--- src/rtl/down_counter16_timer_pkg.sv ---
// -----------------------------------------------------------------------------
// timer_pkg
// Shared constants for the down_counter16_timer block.
//   TIMER_WIDTH : default counter width
//   ST_*        : 2-bit FSM state encodings (IDLE, ARMED, COUNT, EXPIRED)
//   load_state  : state entered on a load edge
// -----------------------------------------------------------------------------
package timer_pkg;

  localparam int TIMER_WIDTH = 16;

  localparam logic [1:0] ST_IDLE    = 2'b00;
  localparam logic [1:0] ST_ARMED   = 2'b01;
  localparam logic [1:0] ST_COUNT   = 2'b10;
  localparam logic [1:0] ST_EXPIRED = 2'b11;

  // A zero load parks the timer; a non-zero load either starts or arms it.
  function automatic logic [1:0] load_state(input logic val_is_zero, input logic run);
    logic [1:0] st;
    if (val_is_zero) begin
      st = ST_IDLE;
    end else if (run) begin
      st = ST_COUNT;
    end else begin
      st = ST_ARMED;
    end
    return st;
  endfunction

endpackage

--- src/rtl/down_counter16_timer_if.sv ---
// -----------------------------------------------------------------------------
// down_counter16_timer_if
// Control/status bundle of the down-counter timer.
//   load, load_val, run : controller -> timer
//   d, tc, expired, busy: timer -> controller (all registered in the timer)
// Modports: master (controller side), slave (timer side).
// -----------------------------------------------------------------------------
interface down_counter16_timer_if #(
  parameter int WIDTH = 16
);

  logic             load;
  logic [WIDTH-1:0] load_val;
  logic             run;
  logic [WIDTH-1:0] d;
  logic             tc;
  logic             expired;
  logic             busy;

  modport master (
    output load, load_val, run,
    input  d, tc, expired, busy
  );

  modport slave (
    input  load, load_val, run,
    output d, tc, expired, busy
  );

endinterface

--- src/rtl/down_counter16_timer_core.sv ---
// -----------------------------------------------------------------------------
// down_cnt_core
// Loadable WIDTH-bit down-counter register with zero hold.
//   clk, rst : clock, async active-high reset
//   ld       : load ld_val (highest priority)
//   ld_val   : value loaded when ld is high
//   dec      : decrement request; ignored while the count is zero
//   d        : registered count
//   is_one   : count == 1 (next decrement is the terminal one)
//   is_zero  : count == 0
// -----------------------------------------------------------------------------
module down_cnt_core #(
  parameter int WIDTH = 16
) (
  input  logic             clk,
  input  logic             rst,
  input  logic             ld,
  input  logic [WIDTH-1:0] ld_val,
  input  logic             dec,
  output logic [WIDTH-1:0] d,
  output logic             is_one,
  output logic             is_zero
);

  localparam logic [WIDTH-1:0] ZERO = {WIDTH{1'b0}};
  localparam logic [WIDTH-1:0] ONE  = {{(WIDTH-1){1'b0}}, 1'b1};

  logic [WIDTH-1:0] d_nxt;

  // Flags decoded from the current count.
  always_comb begin
    is_zero = (d == ZERO);
    is_one  = (d == ONE);
  end

  // Next count: load beats decrement; a zero count holds instead of wrapping.
  always_comb begin
    d_nxt = d;
    if (ld) begin
      d_nxt = ld_val;
    end else if (dec && !is_zero) begin
      d_nxt = d - ONE;
    end else begin
      d_nxt = d;
    end
  end

  // Count register.
  always_ff @(posedge clk or posedge rst) begin
    if (rst) begin
      d <= ZERO;
    end else begin
      d <= d_nxt;
    end
  end

endmodule

--- src/rtl/down_counter16_timer.sv ---
// -----------------------------------------------------------------------------
// down_counter16_timer
// Loadable down-counter timer: decrements once per clock while run is high,
// pulses tc for one cycle when the count reaches zero and sets a sticky
// expired flag that only a load clears.
//   clk : system clock
//   rst : asynchronous active-high reset
//   bus : down_counter16_timer_if.slave (load, load_val, run / d, tc,
//         expired, busy)
// Optional build macro DOWN_COUNTER16_TIMER_RELOAD_EN: at terminal count the
// counter reloads the last loaded value instead of stopping at zero, giving a
// periodic tc. A reload value of zero behaves as one-shot.
// -----------------------------------------------------------------------------
module down_counter16_timer
  import timer_pkg::*;
#(
  parameter int WIDTH = TIMER_WIDTH
) (
  input logic                  clk,
  input logic                  rst,
  down_counter16_timer_if.slave bus
);

`ifdef DOWN_COUNTER16_TIMER_RELOAD_EN
  localparam logic RELOAD_EN = 1'b1;
`else
  localparam logic RELOAD_EN = 1'b0;
`endif

  localparam logic [WIDTH-1:0] ZERO = {WIDTH{1'b0}};

  logic [1:0]       state;
  logic [1:0]       state_nxt;
  logic [WIDTH-1:0] reload;
  logic             tc;
  logic             expired;
  logic             expired_nxt;
  logic             busy;

  logic [WIDTH-1:0] cnt;
  logic             cnt_is_one;
  logic             cnt_is_zero;
  logic             tc_hit;
  logic             wrap;
  logic             core_ld;
  logic [WIDTH-1:0] core_ld_val;

  // Terminal-count detect and the load/reload request to the counter core.
  // A load in the same cycle suppresses tc entirely.
  always_comb begin
    tc_hit      = !bus.load && bus.run && cnt_is_one;
    wrap        = RELOAD_EN && (reload != ZERO);
    core_ld     = bus.load || (tc_hit && wrap);
    core_ld_val = bus.load ? bus.load_val : reload;
  end

  down_cnt_core #(
    .WIDTH (WIDTH)
  ) u_core (
    .clk     (clk),
    .rst     (rst),
    .ld      (core_ld),
    .ld_val  (core_ld_val),
    .dec     (bus.run),
    .d       (cnt),
    .is_one  (cnt_is_one),
    .is_zero (cnt_is_zero)
  );

  // FSM next state; a zero count keeps IDLE/EXPIRED until the next load.
  always_comb begin
    state_nxt = state;
    if (bus.load) begin
      state_nxt = load_state(bus.load_val == ZERO, bus.run);
    end else if (tc_hit) begin
      state_nxt = wrap ? ST_COUNT : ST_EXPIRED;
    end else if (!cnt_is_zero) begin
      state_nxt = bus.run ? ST_COUNT : ST_ARMED;
    end else begin
      state_nxt = state;
    end
  end

  // Sticky expired flag: load clears, terminal count sets.
  always_comb begin
    expired_nxt = expired;
    if (bus.load) begin
      expired_nxt = 1'b0;
    end else if (tc_hit) begin
      expired_nxt = 1'b1;
    end else begin
      expired_nxt = expired;
    end
  end

  // State, status registers and the reload register.
  always_ff @(posedge clk or posedge rst) begin
    if (rst) begin
      state   <= ST_IDLE;
      reload  <= ZERO;
      tc      <= 1'b0;
      expired <= 1'b0;
      busy    <= 1'b0;
    end else begin
      state   <= state_nxt;
      reload  <= bus.load ? bus.load_val : reload;
      tc      <= tc_hit;
      expired <= expired_nxt;
      busy    <= (state_nxt == ST_COUNT);
    end
  end

  assign bus.d       = cnt;
  assign bus.tc      = tc;
  assign bus.expired = expired;
  assign bus.busy    = busy;

endmodule

--- src/flat_wrapper.sv ---
// flat-port wrapper written by rule: the top's interface ports become plain ports
module down_counter16_timer_flat import timer_pkg::*;
#(
  parameter int WIDTH = TIMER_WIDTH
)
  (clk, rst, bus_load, bus_load_val, bus_run, bus_d, bus_tc, bus_expired, bus_busy);
  down_counter16_timer_if #(.WIDTH(WIDTH)) bus_i ();
  input logic clk;
  input logic rst;
  input wire logic [$bits(bus_i.load)-1:0] bus_load;
  input wire logic [$bits(bus_i.load_val)-1:0] bus_load_val;
  input wire logic [$bits(bus_i.run)-1:0] bus_run;
  output wire logic [$bits(bus_i.d)-1:0] bus_d;
  output wire logic [$bits(bus_i.tc)-1:0] bus_tc;
  output wire logic [$bits(bus_i.expired)-1:0] bus_expired;
  output wire logic [$bits(bus_i.busy)-1:0] bus_busy;
  assign bus_i.load = bus_load;
  assign bus_i.load_val = bus_load_val;
  assign bus_i.run = bus_run;
  assign bus_d = bus_i.d;
  assign bus_tc = bus_i.tc;
  assign bus_expired = bus_i.expired;
  assign bus_busy = bus_i.busy;
  down_counter16_timer #(.WIDTH(WIDTH)) u_core (.clk(clk), .rst(rst), .bus(bus_i));
endmodule
--- config.mk ---
export PLATFORM = sky130hd
export DESIGN_NAME = down_counter16_timer_flat
export DESIGN_NICKNAME = d
export VERILOG_FILES = /design/src/rtl/down_counter16_timer_pkg.sv /design/src/rtl/down_counter16_timer_if.sv /design/src/rtl/down_counter16_timer_core.sv /design/src/rtl/down_counter16_timer.sv /design/src/flat_wrapper.sv
export SDC_FILE = /design/constraint.sdc
export NUM_CORES = 1
export LEC_CHECK = 0
export ABC_AREA = 1
export ABC_CLOCK_PERIOD_IN_PS = 2240
export CAP_MARGIN = 20
export CORE_MARGIN = 2
export CORE_UTILIZATION = 40
export DETAILED_ROUTE_END_ITERATION = 10
export PLACE_DENSITY = 0.64
export SLEW_MARGIN = 30
export SYNTH_ARGS = -nofsm -noshare
export SYNTH_HDL_FRONTEND = slang
export SYNTH_HIERARCHICAL = 1
export SYNTH_SLANG_ARGS = --single-unit
--- constraint.sdc ---
create_clock -name clk -period 2.24 [get_ports clk]
set_clock_uncertainty 0.2 [all_clocks]
set_input_delay 0.672 -clock clk [delete_from_list [all_inputs] [get_ports clk]]
set_output_delay 0.672 -clock clk [all_outputs]
set_load 0.03 [all_outputs]
==> impl_metrics.tcl, run 1 <==
set metrics [dict create \
    outcome "complete, no violations" \
    die_h_um 76.4 \
    r2r_cells 9 \
    path_clk_slew_ps 70 \
    dr.pass1.iters 4 \
    die_x_um 76.4 \
    p_leak_nw 1.32 \
    drive_gt1_share_pct 15.9 \
    crit_path_end_kind "output pin" \
    h-tree-depth 2 \
    critPathSlowestCell "clkdlybuf4s50_1" \
    diodes 0 \
    grt_overflow 0 \
    clock-sinks 37 \
    grt_first_pass_wirelength_um 8990 \
    synth_fp_nets 284 \
    grt_pass1_vias 1875 \
    worstPathRequired_ps 1370 \
    synthCells 262 \
    synth_seq_cells 37 \
    holdPathEnd "u_core/reload[0]$_DFF_PP0_" \
    io_buffers 38 \
    path_class "reg2out" \
    rsz0062_at_grt "false" \
    core_area_um2 5070 \
    ir_worst_vdd_uv 296 \
    min_from "u_core/reload[0]$_DFF_PP0_" \
    cp.arrival_ps 1310 \
    die_area_um2 5840 \
    syn_avg_cell_area_um2 8.00 \
    mostFrequentLayoutCells "nand2_1, nor2_1, dfrtp_1, nand3_1, clkdlybuf4s50_1" \
    grt_usage_pct 19.3 \
    start_util_pct 41.3 \
    ys_types 25 \
    syn_to_final_growth_pct 28.8 \
    timing.hold.ws_ps 299 \
    worst_slack_ps 57.3 \
    via_count 1828 \
    drtAntennaViolNets 0 \
    dp_slack_ps -147 \
    finalSetupViolations 0 \
    hpwl_um 3840 \
    hold_path.class "reg2reg" \
    ys_seq_area_share_pct 44.2 \
    synthTopCellsByArea "dfrtp_1, nand2_1, mux2_2" \
    final-hold-violation-count 0 \
    cp_top_family "buffers and inverters" \
    min_period_ps 2180 \
    startpoint_type "flip-flop" \
    finalInstanceArea_um2 2700 \
    slowest_delay_ps 670 \
    cp_cell_sequence "clkdlybuf4s50_1" \
    regToRegEndpoint "u_core/bus.busy$_DFF_PP0_" \
    r2r_slack_ps 180 \
    layout_commonest_cell "nand2_1" \
    cts_buffers 5 \
    cp.depth 1 \
    synth.cell_area_um2 2100 \
    slew_headroom_pct 74.9 \
    clock_path_buffers 2 \
    tightest_slew_ps 375 \
    rr_startpoint "u_core/u_core/d[4]$_DFFE_PP0P_" \
    max_cap_violations 0 \
    finalMaxSlewViolations 0 \
    drc_errors 0 \
    antenna_found_initial 0 \
    cellPowerDensity_nw_per_um2 676 \
    crit_buf_inv 1 \
    yosys_warnings 6 \
    gp_congestion 0.822 \
    crit_path_max_fanout 2 \
    clk_latency_ps 290 \
    synth_area_leader_cell "dfrtp_1" \
    yosysTopAreaCellShare_pct 44.2 \
    layout.nets 335 \
    hold_depth 1 \
    io_pins 39 \
    grt_max_degree 22 \
    vias_per_cell 4.76 \
    placementRows 26 \
    p_total_mw 1.83 \
    min_period_over_period_pct 97.4 \
    fin_setup_tns_ps 0 \
    wl_per_cell_um 13.1 \
    wl_um 5030 \
    ctsRootBufferMaster "clkbuf_8" \
    placed_area_um2 2630 \
    max_freq_mhz 458 \
    post_cts_buffers 0 \
    drt-initial-drc-count 91 \
    cts_tree "done" \
]
-- cell usage after synthesis --
master,count
nand2_4,2
nand3_1,29
buf_6,3
ha_1,2
inv_2,1
o21bai_1,2
nand3_2,1
inv_1,16
o21ai_1,2
mux2_2,16
o211ai_1,1
nand3b_1,5
xnor2_1,2
o21ai_0,5
buf_2,1
nor2_2,3
nand2_1,79
nor2_1,41
nand2_2,4
xor2_1,3
nand4_1,1
or2_2,3
nor2_8,1
dfrtp_1,37
clkbuf_1,2
-- power breakdown --
part           switching [mW]  internal (mW)  total, mW
combinational           0.332          0.225      0.557
sequential             0.0738          0.745      0.819
clock                   0.236          0.216      0.452
-- worst max path at each step --
stage / startpoint / endpoint
6_report: u_core/u_core/d[3]$_DFFE_PP0P_ / bus_d[3]
5_1_grt: u_core/bus.expired$_DFFE_PP0P_ / bus_expired
4_1_cts: u_core/u_core/d[1]$_DFFE_PP0P_ / bus_d[1]
3_5_place_dp: bus_load / u_core/u_core/d[8]$_DFFE_PP0P_
3_3_place_gp: bus_load / u_core/u_core/d[12]$_DFFE_PP0P_
2_1_floorplan: u_core/u_core/d[4]$_DFFE_PP0P_ / u_core/bus.busy$_DFF_PP0_
-- sequential cells by signal, indices dropped and copies added, names as in the netlist --
name	count
u_core/u_core/d	16
u_core/state	2
u_core/bus.tc	1
u_core/reload	16
u_core/bus.expired	1
u_core/bus.busy	1
-- cell type report --
type | count | area, µm²
tap | 70 | 87.6
multi-input combinational | 202 | 1060
fill | 520 | 2370
inverter | 17 | 63.8
timing repair buffer | 50 | 480
clock inverter | 2 | 10.0
sequential | 37 | 926
clock buffer | 6 | 72.6
-- metrics by stage --
step | std cells | util (%)
6_report | 384 | 53.2
5_1_grt | 384 | 53.2
4_1_cts | 384 | 53.2
3_5_place_dp | 376 | 51.9
3_3_place_gp | 376 | 51.9
2_1_floorplan | 262 | -
-- timing repair --
item                       CTS  global route
resized for setup           14             1
hold endpoints to repair     0             0
hold buffers                 0             0
setup endpoints to repair   14             1
cloned                       0             0
-- cell families (layout without fill, tap and decap cells) --
family,count (synthesis),count (layout),share of synthesized area (%)
xor+xnor,5,5,2.09
mux,16,16,8.59
flops,37,37,44.2
fa+ha+maj,2,2,1.19
simple gates,169,169,36.0
compound gates,10,10,2.74
buf+inv,23,75,5.25
-- metal layers --
metal	wire [µm]	part of all wire (%)	global-route usage, %
met5	0	0	0
met4	48	0.95	4.36
met3	252	5.0	5.45
met2	2450	49	33.4
met1	2280	45	23.8
No activity file was read; power rests on OpenSTA's default activity.
==> run 2: changes to the inputs <==
--- a/config.mk
+++ b/config.mk
@@ -12,6 +12,7 @@
 export CORE_UTILIZATION = 40
 export DETAILED_ROUTE_END_ITERATION = 10
 export PLACE_DENSITY = 0.64
+export SKIP_CTS_REPAIR_TIMING = 1
 export SLEW_MARGIN = 30
 export SYNTH_ARGS = -nofsm -noshare
 export SYNTH_HDL_FRONTEND = slang
==> impl_metrics.tcl, run 2 (synthesis results as in run 1) <==
set metrics [dict create \
    clk_latency_ps 290 \
    die_x_um 76.4 \
    hold_path.class "reg2reg" \
    placed_area_um2 2630 \
    gp_congestion 0.822 \
    critPathSlowestCell "clkdlybuf4s50_1" \
    fin_setup_tns_ps 0 \
    grt_first_pass_wirelength_um 8970 \
    diodes 0 \
    drive_gt1_share_pct 15.9 \
    drtAntennaViolNets 0 \
    cp.arrival_ps 1310 \
    wl_per_cell_um 13.1 \
    core_area_um2 5070 \
    final_cells 384 \
    cts_tree "done" \
    syn_to_final_growth_pct 31.3 \
    tightest_slew_ps 367 \
    path_class "reg2out" \
    ir_worst_vdd_uv 296 \
    via_count 1812 \
    max_cap_violations 0 \
    cp_top_family "buffers and inverters" \
    max_freq_mhz 458 \
    hpwl_um 3840 \
    min_period_over_period_pct 97.4 \
    rsz0062_at_grt "false" \
    dr.pass1.iters 4 \
    worst_slack_ps 57.4 \
    slew_headroom_pct 75.4 \
    antenna_found_initial 0 \
    worstPathRequired_ps 1370 \
    startpoint_type "flip-flop" \
    finalSetupViolations 0 \
    drt-initial-drc-count 95 \
    wl_um 5040 \
    path_clk_slew_ps 70 \
    clock-sinks 37 \
    io_pins 39 \
    grt_overflow 0 \
    grt_pass1_vias 1873 \
    crit_path_max_fanout 2 \
    vias_per_cell 4.72 \
    layout.nets 335 \
    min_period_ps 2180 \
    mostFrequentLayoutCells "nand2_1, nor2_1, dfrtp_1, nand3_1, clkdlybuf4s50_1" \
    layout_commonest_cell "nand2_1" \
    cellPowerDensity_nw_per_um2 671 \
    finalMaxSlewViolations 0 \
    crit_buf_inv 1 \
    drc_errors 0 \
    cp_cell_sequence "clkdlybuf4s50_1" \
    grt_max_degree 22 \
    placementRows 26 \
    start_util_pct 41.3 \
    timing.hold.ws_ps 298 \
    slowest_delay_ps 670 \
    ctsRootBufferMaster "clkbuf_8" \
    h-tree-depth 2 \
    die_h_um 76.4 \
    fin_util_pct 54.3 \
    clock_path_buffers 2 \
    grt_usage_pct 19.2 \
    crit_path_end_kind "output pin" \
    p_total_mw 1.85 \
    outcome "complete, no violations" \
    placed_cells 376 \
    die_area_um2 5840 \
    dp_slack_ps -147 \
    final-hold-violation-count 0 \
    largestRegisters "u_core/reload (16), u_core/u_core/d (16), u_core/state (2)" \
    io_buffers 38 \
    cts_buffers 5 \
    finalInstanceArea_um2 2750 \
    p_leak_nw 1.44 \
]
==> run 2: changes by cell type in the layout (fill, tap and decap cells not counted), sizes merged <==
cell / change
dlygate4sd2: -14
dlymetal6s2s: +14
==> run 2: per-layer routing <==
metal / routed length [µm] / up-vias / track usage [%]
met5: 0 / - / 0
met4: 48 / 0 / 4.36
met3: 230 / 5 / 5.45
met2: 2460 / 37 / 33.2
met1: 2300 / 831 / 23.8
li1: - / 939 / -
==> run 2: power breakdown <==
group	switching, mW	internal, mW	leakage, nW
logic	0.332	0.246	0.953
clock network	0.235	0.216	0.0450
registers	0.0736	0.745	0.445
total	0.641	1.21	1.44
==> run 2: layout make-up <==
cell class                      count  area (µm²)
Clock inverter                      2        10.0
Fill cell                         505        2320
Inverter                           17        63.8
Sequential cell                    37         926
Timing Repair Buffer               50         533
Tap cell                           70        87.6
Multi-Input combinational cell    202        1060
Clock buffer                        6        72.6
==> run 2: path summary, 6_finish.rpt <==
| check | end | slack, ps | cells past startpoint | startpoint |
|---|---|---|---|---|
| hold / removal | u_core/reload[0]$_DFF_PP0_ | 300 | 1 | u_core/reload[0]$_DFF_PP0_ |
| min in group asynchronous | u_core/u_core/d[8]$_DFFE_PP0P_ | 520 | 3 | rst |
| max in group asynchronous | u_core/reload[5]$_DFF_PP0_ | 1080 | 3 | rst |
| setup reg to reg | u_core/bus.busy$_DFF_PP0_ | 180 | 9 | u_core/u_core/d[4]$_DFFE_PP0P_ |
| hold reg to reg | u_core/reload[0]$_DFF_PP0_ | 300 | 1 | u_core/reload[0]$_DFF_PP0_ |
| setup / recovery | bus_d[3] | 60 | 1 | u_core/u_core/d[3]$_DFFE_PP0P_ |
==> run 3: changes to the inputs <==
--- a/config.mk
+++ b/config.mk
@@ -10,6 +10,7 @@
 export CAP_MARGIN = 20
 export CORE_MARGIN = 2
 export CORE_UTILIZATION = 40
+export CTS_CLUSTER_SIZE = 8
 export DETAILED_ROUTE_END_ITERATION = 10
 export PLACE_DENSITY = 0.64
 export SKIP_CTS_REPAIR_TIMING = 1
==> results of run 3 <==
Same layout as run 2: the final DEF is identical, and so are final timing and power.
